### src/rtl/rob_pkg.sv
// Shared definitions for the retire/complete arbiter.
//   IDX_W   - default ROB index width
//   EXC_W   - exception vector width
//   NUM_REQ - number of completion requesters (MEM, ALU, MUL)
//   req_e   - requester encoding, matching bit positions of the per-requester buses
//   cpl_entry_t - one queued completion {idx, value, exception} at default index width
//   rr_add  - modulo-NUM_REQ addition used by the round-robin search
package rob_pkg;

    localparam int unsigned IDX_W   = 4;
    localparam int unsigned EXC_W   = 3;
    localparam int unsigned NUM_REQ = 3;

    typedef enum logic [1:0] {
        REQ_MEM = 2'd0,
        REQ_ALU = 2'd1,
        REQ_MUL = 2'd2
    } req_e;

    typedef struct packed {
        logic [IDX_W-1:0] idx;
        logic [31:0]      value;
        logic [EXC_W-1:0] exc;
    } cpl_entry_t;

    // (ptr + off) mod NUM_REQ for ptr, off in 0..NUM_REQ-1
    function automatic logic [1:0] rr_add(input logic [1:0] ptr, input logic [1:0] off);
        logic [2:0] sum;
        sum = {1'b0, ptr} + {1'b0, off};
        return (sum >= 3'(NUM_REQ)) ? 2'(sum - 3'(NUM_REQ)) : sum[1:0];
    endfunction

endpackage

### src/rtl/completion_fifo.sv
// Per-requester completion queue.
//   clk, reset  - clock and synchronous active-high reset
//   flush       - empties the queue (pointers and count to zero)
//   push, wdata - enqueue request; ignored while full
//   pop         - dequeue request; ignored while empty
//   rdata       - current head entry
//   full, empty - occupancy flags decoded from the registered count
module completion_fifo #(
    parameter int unsigned DEPTH = 2,
    parameter int unsigned WIDTH = 8
) (
    input  logic             clk,
    input  logic             reset,
    input  logic             flush,
    input  logic             push,
    input  logic [WIDTH-1:0] wdata,
    input  logic             pop,
    output logic [WIDTH-1:0] rdata,
    output logic             full,
    output logic             empty
);

    localparam int unsigned PTR_W = $clog2(DEPTH);
    localparam int unsigned CNT_W = $clog2(DEPTH + 1);

    logic [WIDTH-1:0] mem [DEPTH];
    logic [PTR_W-1:0] wr_ptr;
    logic [PTR_W-1:0] rd_ptr;
    logic [CNT_W-1:0] count;
    logic             do_push;
    logic             do_pop;

    assign full    = (count == CNT_W'(DEPTH));
    assign empty   = (count == '0);
    assign do_push = push & ~full;
    assign do_pop  = pop & ~empty;
    assign rdata   = mem[rd_ptr];

    always_ff @(posedge clk) begin
        if (reset || flush) begin
            wr_ptr <= '0;
            rd_ptr <= '0;
            count  <= '0;
        end else begin
            // DEPTH is a power of two, so pointers wrap naturally
            if (do_push) wr_ptr <= wr_ptr + PTR_W'(1);
            if (do_pop)  rd_ptr <= rd_ptr + PTR_W'(1);
            case ({do_push, do_pop})
                2'b10:   count <= count + CNT_W'(1);
                2'b01:   count <= count - CNT_W'(1);
                default: count <= count;
            endcase
        end
    end

    // Storage needs no reset; only entries counted as valid are ever read out
    always_ff @(posedge clk) begin
        if (do_push && !reset && !flush) mem[wr_ptr] <= wdata;
    end

endmodule

### src/rtl/retire_complete_arbiter.sv
// Round-robin arbiter merging MEM/ALU/MUL completions into one ROB write port.
//   clk, reset            - clock and synchronous active-high reset
//   in_flush              - discards every pending completion
//   in_req_valid[2:0]     - per-requester valid (bit0 MEM, bit1 ALU, bit2 MUL)
//   in_req_idx/value/exception - per-requester payloads, requester r at slice r
//   out_req_ready[2:0]    - per-requester ready (queue not full)
//   out_complete          - registered ROB completion strobe
//   out_complete_idx/value, out_exception_vector - registered completion payload
//   out_grant[2:0]        - one-hot source of the current completion, zero when idle
module retire_complete_arbiter #(
    parameter int unsigned DEPTH = 2,
    parameter int unsigned IDX_W = rob_pkg::IDX_W
) (
    input  logic                                 clk,
    input  logic                                 reset,
    input  logic                                 in_flush,
    input  logic [rob_pkg::NUM_REQ-1:0]          in_req_valid,
    input  logic [rob_pkg::NUM_REQ*IDX_W-1:0]    in_req_idx,
    input  logic [rob_pkg::NUM_REQ*32-1:0]       in_req_value,
    input  logic [rob_pkg::NUM_REQ*rob_pkg::EXC_W-1:0] in_req_exception,
    output logic [rob_pkg::NUM_REQ-1:0]          out_req_ready,
    output logic                                 out_complete,
    output logic [IDX_W-1:0]                     out_complete_idx,
    output logic [31:0]                          out_complete_value,
    output logic [rob_pkg::EXC_W-1:0]            out_exception_vector,
    output logic [rob_pkg::NUM_REQ-1:0]          out_grant
);

    localparam int unsigned NR    = rob_pkg::NUM_REQ;
    localparam int unsigned EXC_W = rob_pkg::EXC_W;

    // Same layout as rob_pkg::cpl_entry_t, but sized by this instance's IDX_W
    typedef struct packed {
        logic [IDX_W-1:0] idx;
        logic [31:0]      value;
        logic [EXC_W-1:0] exc;
    } entry_t;

    entry_t          wr_entry [NR];
    entry_t          head     [NR];
    logic [NR-1:0]   push;
    logic [NR-1:0]   pop;
    logic [NR-1:0]   full;
    logic [NR-1:0]   empty;
    logic [1:0]      rr_ptr;
    logic            gnt_any;
    logic [1:0]      gnt_sel;
    logic [1:0]      cand;

    for (genvar r = 0; r < NR; r++) begin : g_req
        assign wr_entry[r] = {in_req_idx[r*IDX_W +: IDX_W],
                              in_req_value[r*32 +: 32],
                              in_req_exception[r*EXC_W +: EXC_W]};
        assign push[r]     = in_req_valid[r] & ~full[r] & ~in_flush;

        completion_fifo #(
            .DEPTH (DEPTH),
            .WIDTH ($bits(entry_t))
        ) u_fifo (
            .clk   (clk),
            .reset (reset),
            .flush (in_flush),
            .push  (push[r]),
            .wdata (wr_entry[r]),
            .pop   (pop[r]),
            .rdata (head[r]),
            .full  (full[r]),
            .empty (empty[r])
        );
    end

    assign out_req_ready = ~full;

    // First non-empty queue in order rr_ptr, rr_ptr+1, rr_ptr+2 (mod 3); flush blocks the grant
    always_comb begin
        gnt_any = 1'b0;
        gnt_sel = rr_ptr;
        cand    = '0;
        for (int k = 0; k < NR; k++) begin
            cand = rob_pkg::rr_add(rr_ptr, 2'(k));
            if (!gnt_any && !empty[cand]) begin
                gnt_any = 1'b1;
                gnt_sel = cand;
            end
        end
        if (in_flush) gnt_any = 1'b0;
    end

    always_comb begin
        pop = '0;
        if (gnt_any) pop[gnt_sel] = 1'b1;
    end

    always_ff @(posedge clk) begin
        if (reset) begin
            rr_ptr               <= '0;
            out_complete         <= 1'b0;
            out_grant            <= '0;
            out_complete_idx     <= '0;
            out_complete_value   <= '0;
            out_exception_vector <= '0;
        end else begin
            out_complete <= gnt_any;
            out_grant    <= pop;
            if (gnt_any) begin
                out_complete_idx     <= head[gnt_sel].idx;
                out_complete_value   <= head[gnt_sel].value;
                out_exception_vector <= head[gnt_sel].exc;
                rr_ptr               <= rob_pkg::rr_add(gnt_sel, 2'd1);
            end
        end
    end

endmodule

### config.mk
export PLATFORM = sky130hd
export DESIGN_NAME = retire_complete_arbiter
export DESIGN_NICKNAME = d
export VERILOG_FILES = /design/src/rtl/rob_pkg.sv /design/src/rtl/completion_fifo.sv /design/src/rtl/retire_complete_arbiter.sv
export SDC_FILE = /design/constraint.sdc
export NUM_CORES = 1
export LEC_CHECK = 0
export ABC_AREA = 1
export BUFFER_PORTS_ARGS = -buffer_cell sky130_fd_sc_hd__clkbuf_2
export CORE_MARGIN = 2
export CORE_UTILIZATION = 45
export CTS_CLUSTER_DIAMETER = 40
export CTS_CLUSTER_SIZE = 8
export DETAILED_ROUTE_END_ITERATION = 16
export PLACE_DENSITY = 0.65
export SYNTH_ARGS = -nofsm -noshare
export SYNTH_HDL_FRONTEND = slang
export SYNTH_SLANG_ARGS = --single-unit
### constraint.sdc
create_clock -name clk -period 12 [get_ports clk]
set_clock_uncertainty 0.1 [all_clocks]
set_input_delay 2.4 -clock clk [delete_from_list [all_inputs] [get_ports clk]]
set_output_delay 2.4 -clock clk [all_outputs]
set_load 0.1 [all_outputs]
# After elaboration in Yosys (flattened, before gate mapping)
# Memories as Yosys holds them, arrays and structs flattened. A register that Yosys moved wholly into a read port is not among the register bits.
# Index checks and enable logic that the tools add are counted.
# totals
ff_bits	57
ram_bits	234
elab_cells	136
memories	3
# memory_table
name	words	word_bits	read_ports	rd_ports_with_merged_regs	write_ports	line_no	rtl
g_req[0].u_fifo.mem	2	39	1	1	1	completion_fifo.sv:26	logic [WIDTH-1:0] mem [DEPTH];
g_req[1].u_fifo.mem	2	39	1	1	1	completion_fifo.sv:26	
g_req[2].u_fifo.mem	2	39	1	1	1	completion_fifo.sv:26	
# classes
n_addsub	19
magnitude_cmp	10
eq_ne	9
mux	38
bitwise_logic	21
n_reduce_logical	21
# op_table
op	count
$bmux 39 s2	1
$mux 39	2
$mux 1	20
$mux 2	7
$and 1x1->1	12
$eq 2x2->1 const B	6
$lt 2x3->1 const B	4
$pmux 2 s2	3
$ge 3x2->1 const B	3
$logic_and 1x1->1	9
$sub 2x2->2 const B	4
$not 1->1	7
$add 1x1->1 const B	6
$add 2x1->2 const B	3
$add 2x1->3 const B	2
$bmux 1 s2	3
$eq 2x1->1 const B	3
$logic_not 2->1	3
$reduce_bool 2->1	3
$sub 2x1->2 const B	3
$logic_not 1->1	5
$add 2x2->3 const B	1
$ge 3x3->1 const B	1
$mux 3	1
6 further kinds	6

# Logic depth before layout (Yosys ltp)
# Gate-level depths: netlist (run 1).
# logic_depth
depth_word	19
depth_mapped	21

# Cells and area by module
# From an unflattened synthesis (run 1), not the netlist that was laid out.
# hier_totals
hier_cells	1042
hier_area_um2	12635.9
# by_module_without_submodules
mod	n_inst	cells_each	area_each_um2
completion_fifo	3	160	3113.0
retire_complete_arbiter	1	562	3296.9

# Worst setup path before layout (run 1)
# Ideal clock, no wire load.
# synth_path
kind	in2reg
from	in in_flush
to	mem g_req[0].u_fifo.mem[0][0] (netlist name) (enable)
setup_ps	483
arrival_time_ps	5860
path_slack_ps	5557
path_stages	5
cell_sequence	nor2_1 -> clkbuf_1 -> inv_1 -> clkbuf_1 -> nor3_1
# synth_between
elab_chain_cells	7
word_cells_on_any_way	8
# synth_rtl
element	line_no	rtl
start: declaration	retire_complete_arbiter.sv:16	input logic in_flush,
$not 1->1	retire_complete_arbiter.sv:54	assign push[r] = in_req_valid[r] & ~full[r] & ~in_flush;
$and 1x1->1	retire_complete_arbiter.sv:54	
$and 1x1->1	completion_fifo.sv:35	assign do_push = push & ~full;
$logic_and 1x1->1	completion_fifo.sv:58	if (do_push && !reset && !flush) mem[wr_ptr] <= wdata;
$logic_and 1x1->1 *	completion_fifo.sv:58	
$mux 1 *	completion_fifo.sv:58	
$mux 1 (implied by the code) *	completion_fifo.sv:58	
end: declaration	completion_fifo.sv:26	
# Every way passes the cells marked *; elsewhere a longest branch is shown, timed or not.

# Worst setup path after layout (run 1)
# layout_path
from	in reset
to	mem g_req[1].u_fifo.mem[0][21] (netlist name) (enable)
# layout_between
elab_chain_cells	5
# layout_rtl
element	line_no	rtl
start: declaration	retire_complete_arbiter.sv:15	input logic reset,
$logic_not 1->1	completion_fifo.sv:58	
$logic_and 1x1->1 (2 in series)	completion_fifo.sv:58	
$mux 1	completion_fifo.sv:58	
$mux 1 (implied by the code)	completion_fifo.sv:58	
end: declaration	completion_fifo.sv:26	
# No other way between the ends.

==> results of run 1 <==
## cells by family (layout without fill, tap and decap cells)
kind of cell,after synthesis,count (layout),synth area share
and+or+nand+nor,380,380,0.158
DFF,294,294,0.702
AOI/OAI and AO/OA,52,52,0.0231
muxes,87,87,0.0824
buffers and inverters,71,295,0.0294
adders and majority gates,5,5,0.00534
## final timing paths
kind                            startpoint                    endpoint  slack, ps  depth (start not counted)
setup / recovery                     reset  g_req[1].u_fifo.mem[0][21]       7670                          5
hold / removal    g_req[2].u_fifo.count[1]    g_req[2].u_fifo.count[1]        400                          2
setup reg to reg                 rr_ptr[0]    g_req[1].u_fifo.count[1]       8720                         15
hold reg to reg   g_req[2].u_fifo.count[1]    g_req[2].u_fifo.count[1]        400                          2
## worst min-delay path, stage by stage (launching register included)
cell and delay (ps):
dfxtp_1 320, inv_1 70, a21oi_1 60
## routing by layer
layer	global-route usage	vias to the layer above	wire length [microns]
met5	0	-	16
met4	0.0639	2	631
met3	0.0509	52	2340
met2	0.333	286	12700
met1	0.260	3556	11400
li1	-	3567	-
## state kept, by name, summed over array words and instances, names as in the netlist, named ones only
name and count:
out_complete 1, g_req.u_fifo.count 6, out_complete_value 32, g_req.u_fifo.rd_ptr 3
g_req.u_fifo.wr_ptr 3, out_complete_idx 4, rr_ptr 2, g_req.u_fifo.mem 234
out_exception_vector 3, out_grant 3
## cells in the mapped netlist (all sizes together)
library cell / number
edfxtp: 234
o31ai: 1
nor3: 9
o21ai: 24
nor2: 41
clkbuf: 22
inv: 33
nand4: 35
a21oi: 27
dfxtp: 60
buf: 16
mux2: 76
nand2: 225
nand3: 69
and3: 1
mux2i: 11
ha: 5
## power groups by stage
stage	sequential [mW]	clock [mW]	combinational, mW
2_1_floorplan	1.47	0	0.902
3_3_place_gp	1.27	0	1.38
3_5_place_dp	1.27	0	1.39
4_1_cts	1.25	1.17	1.40
5_1_grt	1.26	1.21	1.51
6_report	1.25	1.14	1.39
## per-stage QoR
step	instance area [sq um]	hold WS [ps]
after detailed placement	12900	386
after global placement	12900	380
after CTS	14200	402
final	14200	399
after global routing	14200	429
after floorplan	11700	361
## area by class of cell
| cell class | instances | area, sq um | share of cell area |
|---|---|---|---|
| inverter | 33 | 126 | 0.00889 |
| clock buffer | 76 | 1290 | 0.0910 |
| timing repair buffer | 180 | 931 | 0.0655 |
| clock inverter | 6 | 35.0 | 0.00246 |
| tap | 335 | 419 | 0.0295 |
| multi-input combinational | 524 | 3180 | 0.224 |
| sequential | 294 | 8230 | 0.579 |
==> reports/qor.txt, run 1 <==
Distinct cells, synth: 35
Remaining DRCs: 0
clk_lat worst skew: 530 ps
dpl cells: 1366
hold buffers post-CTS: 0
synthesized instance count: 889
iteration count of the initial detailed-routing pass: 5
Vias: 7463
Global Route Usage Sum: 0.200
top cells by area, synth: edfxtp_1 (60%), dfxtp_1 (10%), mux2_2 (7.3%), nand2_1 (6.3%), nand3_1 (2.8%)
# rows: 59
net switching power figure: 1.53 mW
vias per inst: 5.15
Iter 0 DRT Violations: 476
Int Power: 2.25 mW
Nets: 1206
VDD IR max: 0.000193 V
CP arrival: 4380 ps
Pleak: 5.44 nW
Layout Cells excl Fill: 1448
commonest cells after routing, fill and taps aside: edfxtp_1 (234), nand2_1 (196), clkbuf_2 (168), mux2_2 (76), nand3_1 (66)
worst-path cell chain: clkbuf_2, nor2_1, inv_1, nor3_2, buf_4
Max FO, Critical Path: 39
share of layout cells above drive strength 1: 0.337
CP max stage delay: 580 ps
total design power: 3.78 mW
fillcell total: 2200
Core Area: 25800 sq um
TritonCTS clock tree: done
first-pass GRT wire length: 40800 microns
largest net degree at the start of global routing: 45
vias in the first global route: 7405
Seq/Total Area, Yosys: 0.702
Net Sw Frac: 0.405
Fin. Hold Viols: 0
diode count: 0
post-detailed-route count of antenna-violating nets: 0
routed len/inst: 18.7 microns
Total Neg Setup Slack: 0 ps
final core utilization: 0.550
outcome: completed
GP Congestion: 0.778
largest area contributor in the netlist: edfxtp_1
CTS Sinks: 294
family with the most delay on the worst path: buffers and inverters
Die Area: 27400 sq um
WS Path Type: in2reg
Reg power frac: 0.330
crit path time final: 4330 ps
Root Buffer: clkbuf_16
WL final: 27100 microns
worst path required time: 12050 ps
critical path capture point type: flop
Syn Std Cell Area: 11700 sq um
# Max-Cap Violations: 0
Mean Syn Cell Area: 13.2 sq um
worst-margin pin slew: 1190 ps
top cell type's share of synthesized area: 0.600
Tcrit/Tclk final: 0.361
max-slew violation count: 0
worst hold path type: reg2reg
I/O Pins: 169
Mapped Nets: 1017
initial antenna violation count: 3
clk slew on worst S/H paths: 50 ps
WP buf/inv: 3
Initial Utilization: 0.454
Port Buf Inserts: 168
Combinational Power Share: 0.367
detailed placement HPWL: 16700 microns
most common library cell in the layout ignoring fill and taps: edfxtp_1
Slew headroom: 0.205
Worst path slowest cell: nor2_1
clk buf depth: 3
# Post-CTS Setup Buffers: 0
Ys Warns: 0
DIE WIDTH: 165 microns
Max Clk Rate: 231 MHz
Num CTS Buffers: 45
unrepaired setup endpoints after global routing: no
htree depth: 2
PostCTS Resize Cnt: 0
flops & latches, synth: 294
grt ovf: 0
Layout area overhead: 21.3%
power per cell area: 266 nW/um^2
pre-CTS setup slack: 7120 ps
final setup violation count: 0
Final Worst Setup Slack: 7670 ps
Die H: 165 microns
startpoint type of the worst setup path: input pin
Clock power frac: 0.303
Power figures use the tool's default switching activity.
==> run 2, diff against run 1 <==
Clock period 12 ns to 4 ns, I/O delays scaled along.
==> reports/qor.txt, run 2 (same netlist as run 1, synthesis figures left out) <==
Pleak: 5.46 nW (was 5.44 nW)
Levels on crit path: 17 (was 5)
VDD IR max: 0.000615 V (was 0.000193 V)
Worst path slowest cell: dfxtp_1 (was nor2_1)
vias per inst: 5.19 (was 5.15)
Largest register FFs: 234 (unchanged)
CP max stage delay: 390 ps (was 580 ps)
htree depth: 2 (unchanged)
# Max-Cap Violations: 0 (unchanged)
end of the critical path: g_req[0].u_fifo.count[1] (was g_req[1].u_fifo.mem[0][21])
clk slew on worst S/H paths: 50 ps (about the same)
Root Buffer: clkbuf_16 (unchanged)
Die Area: 27400 sq um (unchanged)
CP arrival: 3330 ps (was 4380 ps)
Biggest register: g_req.u_fifo.mem (unchanged)
Initial Utilization: 0.454 (unchanged)
worst-margin pin slew: 1110 ps (was 1190 ps)
worst reg2reg path endpoint: g_req[0].u_fifo.count[1] (was g_req[1].u_fifo.count[1])
Slew headroom: 0.263 (was 0.205)
r2r worst-path depth: 17 (was 15)
routed len/inst: 19.2 microns (was 18.7 microns)
TritonCTS clock tree: done (unchanged)
Global Route Usage Sum: 0.207 (was 0.200)
Core Area: 25800 sq um (unchanged)
WHS: 364 ps (was 399 ps)
Layout area overhead: 21.6% (was 21.3%)
Seq. cell area: 8230 sq um (unchanged)
Die H: 165 microns (unchanged)
Final Instance Area: 14300 sq um (was 14200 sq um)
largest net degree at the start of global routing: 45 (unchanged)
most common library cell in the layout ignoring fill and taps: edfxtp_1 (unchanged)
post-detailed-route count of antenna-violating nets: 0 (unchanged)
worst hold path type: in2reg (was reg2reg)
clk buf depth: 3 (unchanged)
Tcrit/Tclk final: 0.761
# rows: 59 (unchanged)
critical path capture point type: flop (unchanged)
DP Area: 12900 sq um (about the same)
vias in the first global route: 7634 (was 7405)
I/O Pins: 169 (unchanged)
power per cell area: 796 nW/um^2 (was 266 nW/um^2)
grt ovf: 0 (unchanged)
family with the most delay on the worst path: simple AND/OR/NAND/NOR gates (was buffers and inverters)
DIE WIDTH: 165 microns (unchanged)
final setup violation count: 0 (unchanged)
clk_lat worst skew: 520 ps (was 530 ps)
share of layout cells above drive strength 1: 0.340 (was 0.337)
worst reg2reg startpoint: rr_ptr[0] (unchanged)
max-slew violation count: 0 (unchanged)
detailed placement HPWL: 17800 microns (was 16700 microns)
Vias: 7525 (was 7463)
R2R Setup Slk: 960 ps (was 8720 ps)
PostCTS Resize Cnt: 0 (unchanged)
WS Path Type: reg2reg (was in2reg)
first-pass GRT wire length: 41800 microns (was 40800 microns)
crit path time final: 3040 ps
WL final: 27900 microns (was 27100 microns)
Max FO, Critical Path: 29 (was 39)
unrepaired setup endpoints after global routing: no (unchanged)
iteration count of the initial detailed-routing pass: 5 (unchanged)
Nets: 1212 (was 1206)
CTS Sinks: 294 (unchanged)
outcome: completed (unchanged)
worst-path cell chain: inv_1, ha_1, inv_2, nand2_2, nand3_2, nand2_4, nor2_4, nand2_2, nand2_2, buf_4, inv_1, nand2_1, inv_1, ha_1, nor2_1, and3_1, nor3_1 (was clkbuf_2, nor2_1, inv_1, nor3_2, buf_4)
Port Buf Inserts: 168 (unchanged)
CP startpoint: rr_ptr[0] (was reset)
startpoint type of the worst setup path: flop (was input pin)
WP buf/inv: 5 (was 3)
Remaining DRCs: 0 (unchanged)
area of the multi-input gates: 3180 sq um (unchanged)
final core utilization: 0.552 (was 0.550)
# Post-CTS Setup Buffers: 0 (unchanged)
Fin. Hold Viols: 0 (unchanged)
GP Congestion: 0.813 (was 0.778)
hold buffers post-CTS: 0 (unchanged)
worst path required time: 4280 ps (was 12050 ps)
Num CTS Buffers: 44 (was 45)
initial antenna violation count: 2 (was 3)
Iter 0 DRT Violations: 533 (was 476)
fillcell total: 2199 (was 2200)
Max Clk Rate: 328 MHz
commonest cells after routing, fill and taps aside: edfxtp_1 (234), nand2_1 (196), clkbuf_2 (168), mux2_2 (76), nand3_1 (66) (unchanged)
largest registers: g_req.u_fifo.mem (234), out_complete_value (32), g_req.u_fifo.count (6) (unchanged)
## run 2: final cells by class
cell class | count | area share
diodes | 1 | 0.000176
repair buffers | 187 | 0.0690
multi-input cells | 524 | 0.223
flip-flops and latches | 294 | 0.578
clock buffers | 75 | 0.0906
well taps | 335 | 0.0294
inverters | 33 | 0.00887
clock inverters | 2 | 0.00149
## run 2: how the worst min path moves through the flow
stage / to / startpoint / slack [ps] / cells after the start
after floorplan: g_req[0].u_fifo.wr_ptr / g_req[0].u_fifo.wr_ptr / 360 / 2
after global placement: g_req[1].u_fifo.rd_ptr / g_req[1].u_fifo.rd_ptr / 370 / 2
after detailed placement: g_req[2].u_fifo.count[1] / g_req[2].u_fifo.count[1] / 390 / 2
after CTS: g_req[0].u_fifo.mem[0][14] / in_req_value[11] / 340 / 1
after global routing: g_req[2].u_fifo.mem[1][23] / in_req_value[84] / 350 / 1
final: g_req[2].u_fifo.mem[1][8] / in_req_value[69] / 360 / 1
## run 2: per-stage QoR
stage | instances | worst slack (ps) | TNS [ps] | power [mW]
detailed placement | 1373 | 994 | 0 | 7.99
CTS | 1450 | 979 | 0 | 11.4
global placement | 1373 | 1050 | 0 | 7.91
finish | 1451 | 956 | 0 | 11.3
global route | 1450 | 675 | 0 | 12.0
floorplan | 889 | -843 | -197380 | 7.12
## run 2: worst register-to-register path, stage by stage (launching register included)
cell     delay [ps]
dfxtp_1         390
inv_1            60
ha_1            360
inv_2           120
nand2_2          70
nand3_2         100
nand2_4          70
nor2_4          140
nand2_2          90
nand2_2         120
buf_4           380
inv_1           110
nand2_1         110
inv_1            50
ha_1            310
nor2_1          130
and3_1          160
nor3_1           40
## run 2: report_power, final
part           switching (mW)  internal (mW)
logic                    3.15           1.06
clock network            1.24           2.17
registers               0.178           3.54
## run 2: metal layers
metal / GRT usage / wire [microns] / up-vias
li1: - / - / 3574
met2: 0.350 / 13300 / 296
met5: 0 / 13 / -
met4: 0.0654 / 607 / 2
met1: 0.265 / 11800 / 3605
met3: 0.0500 / 2210 / 48
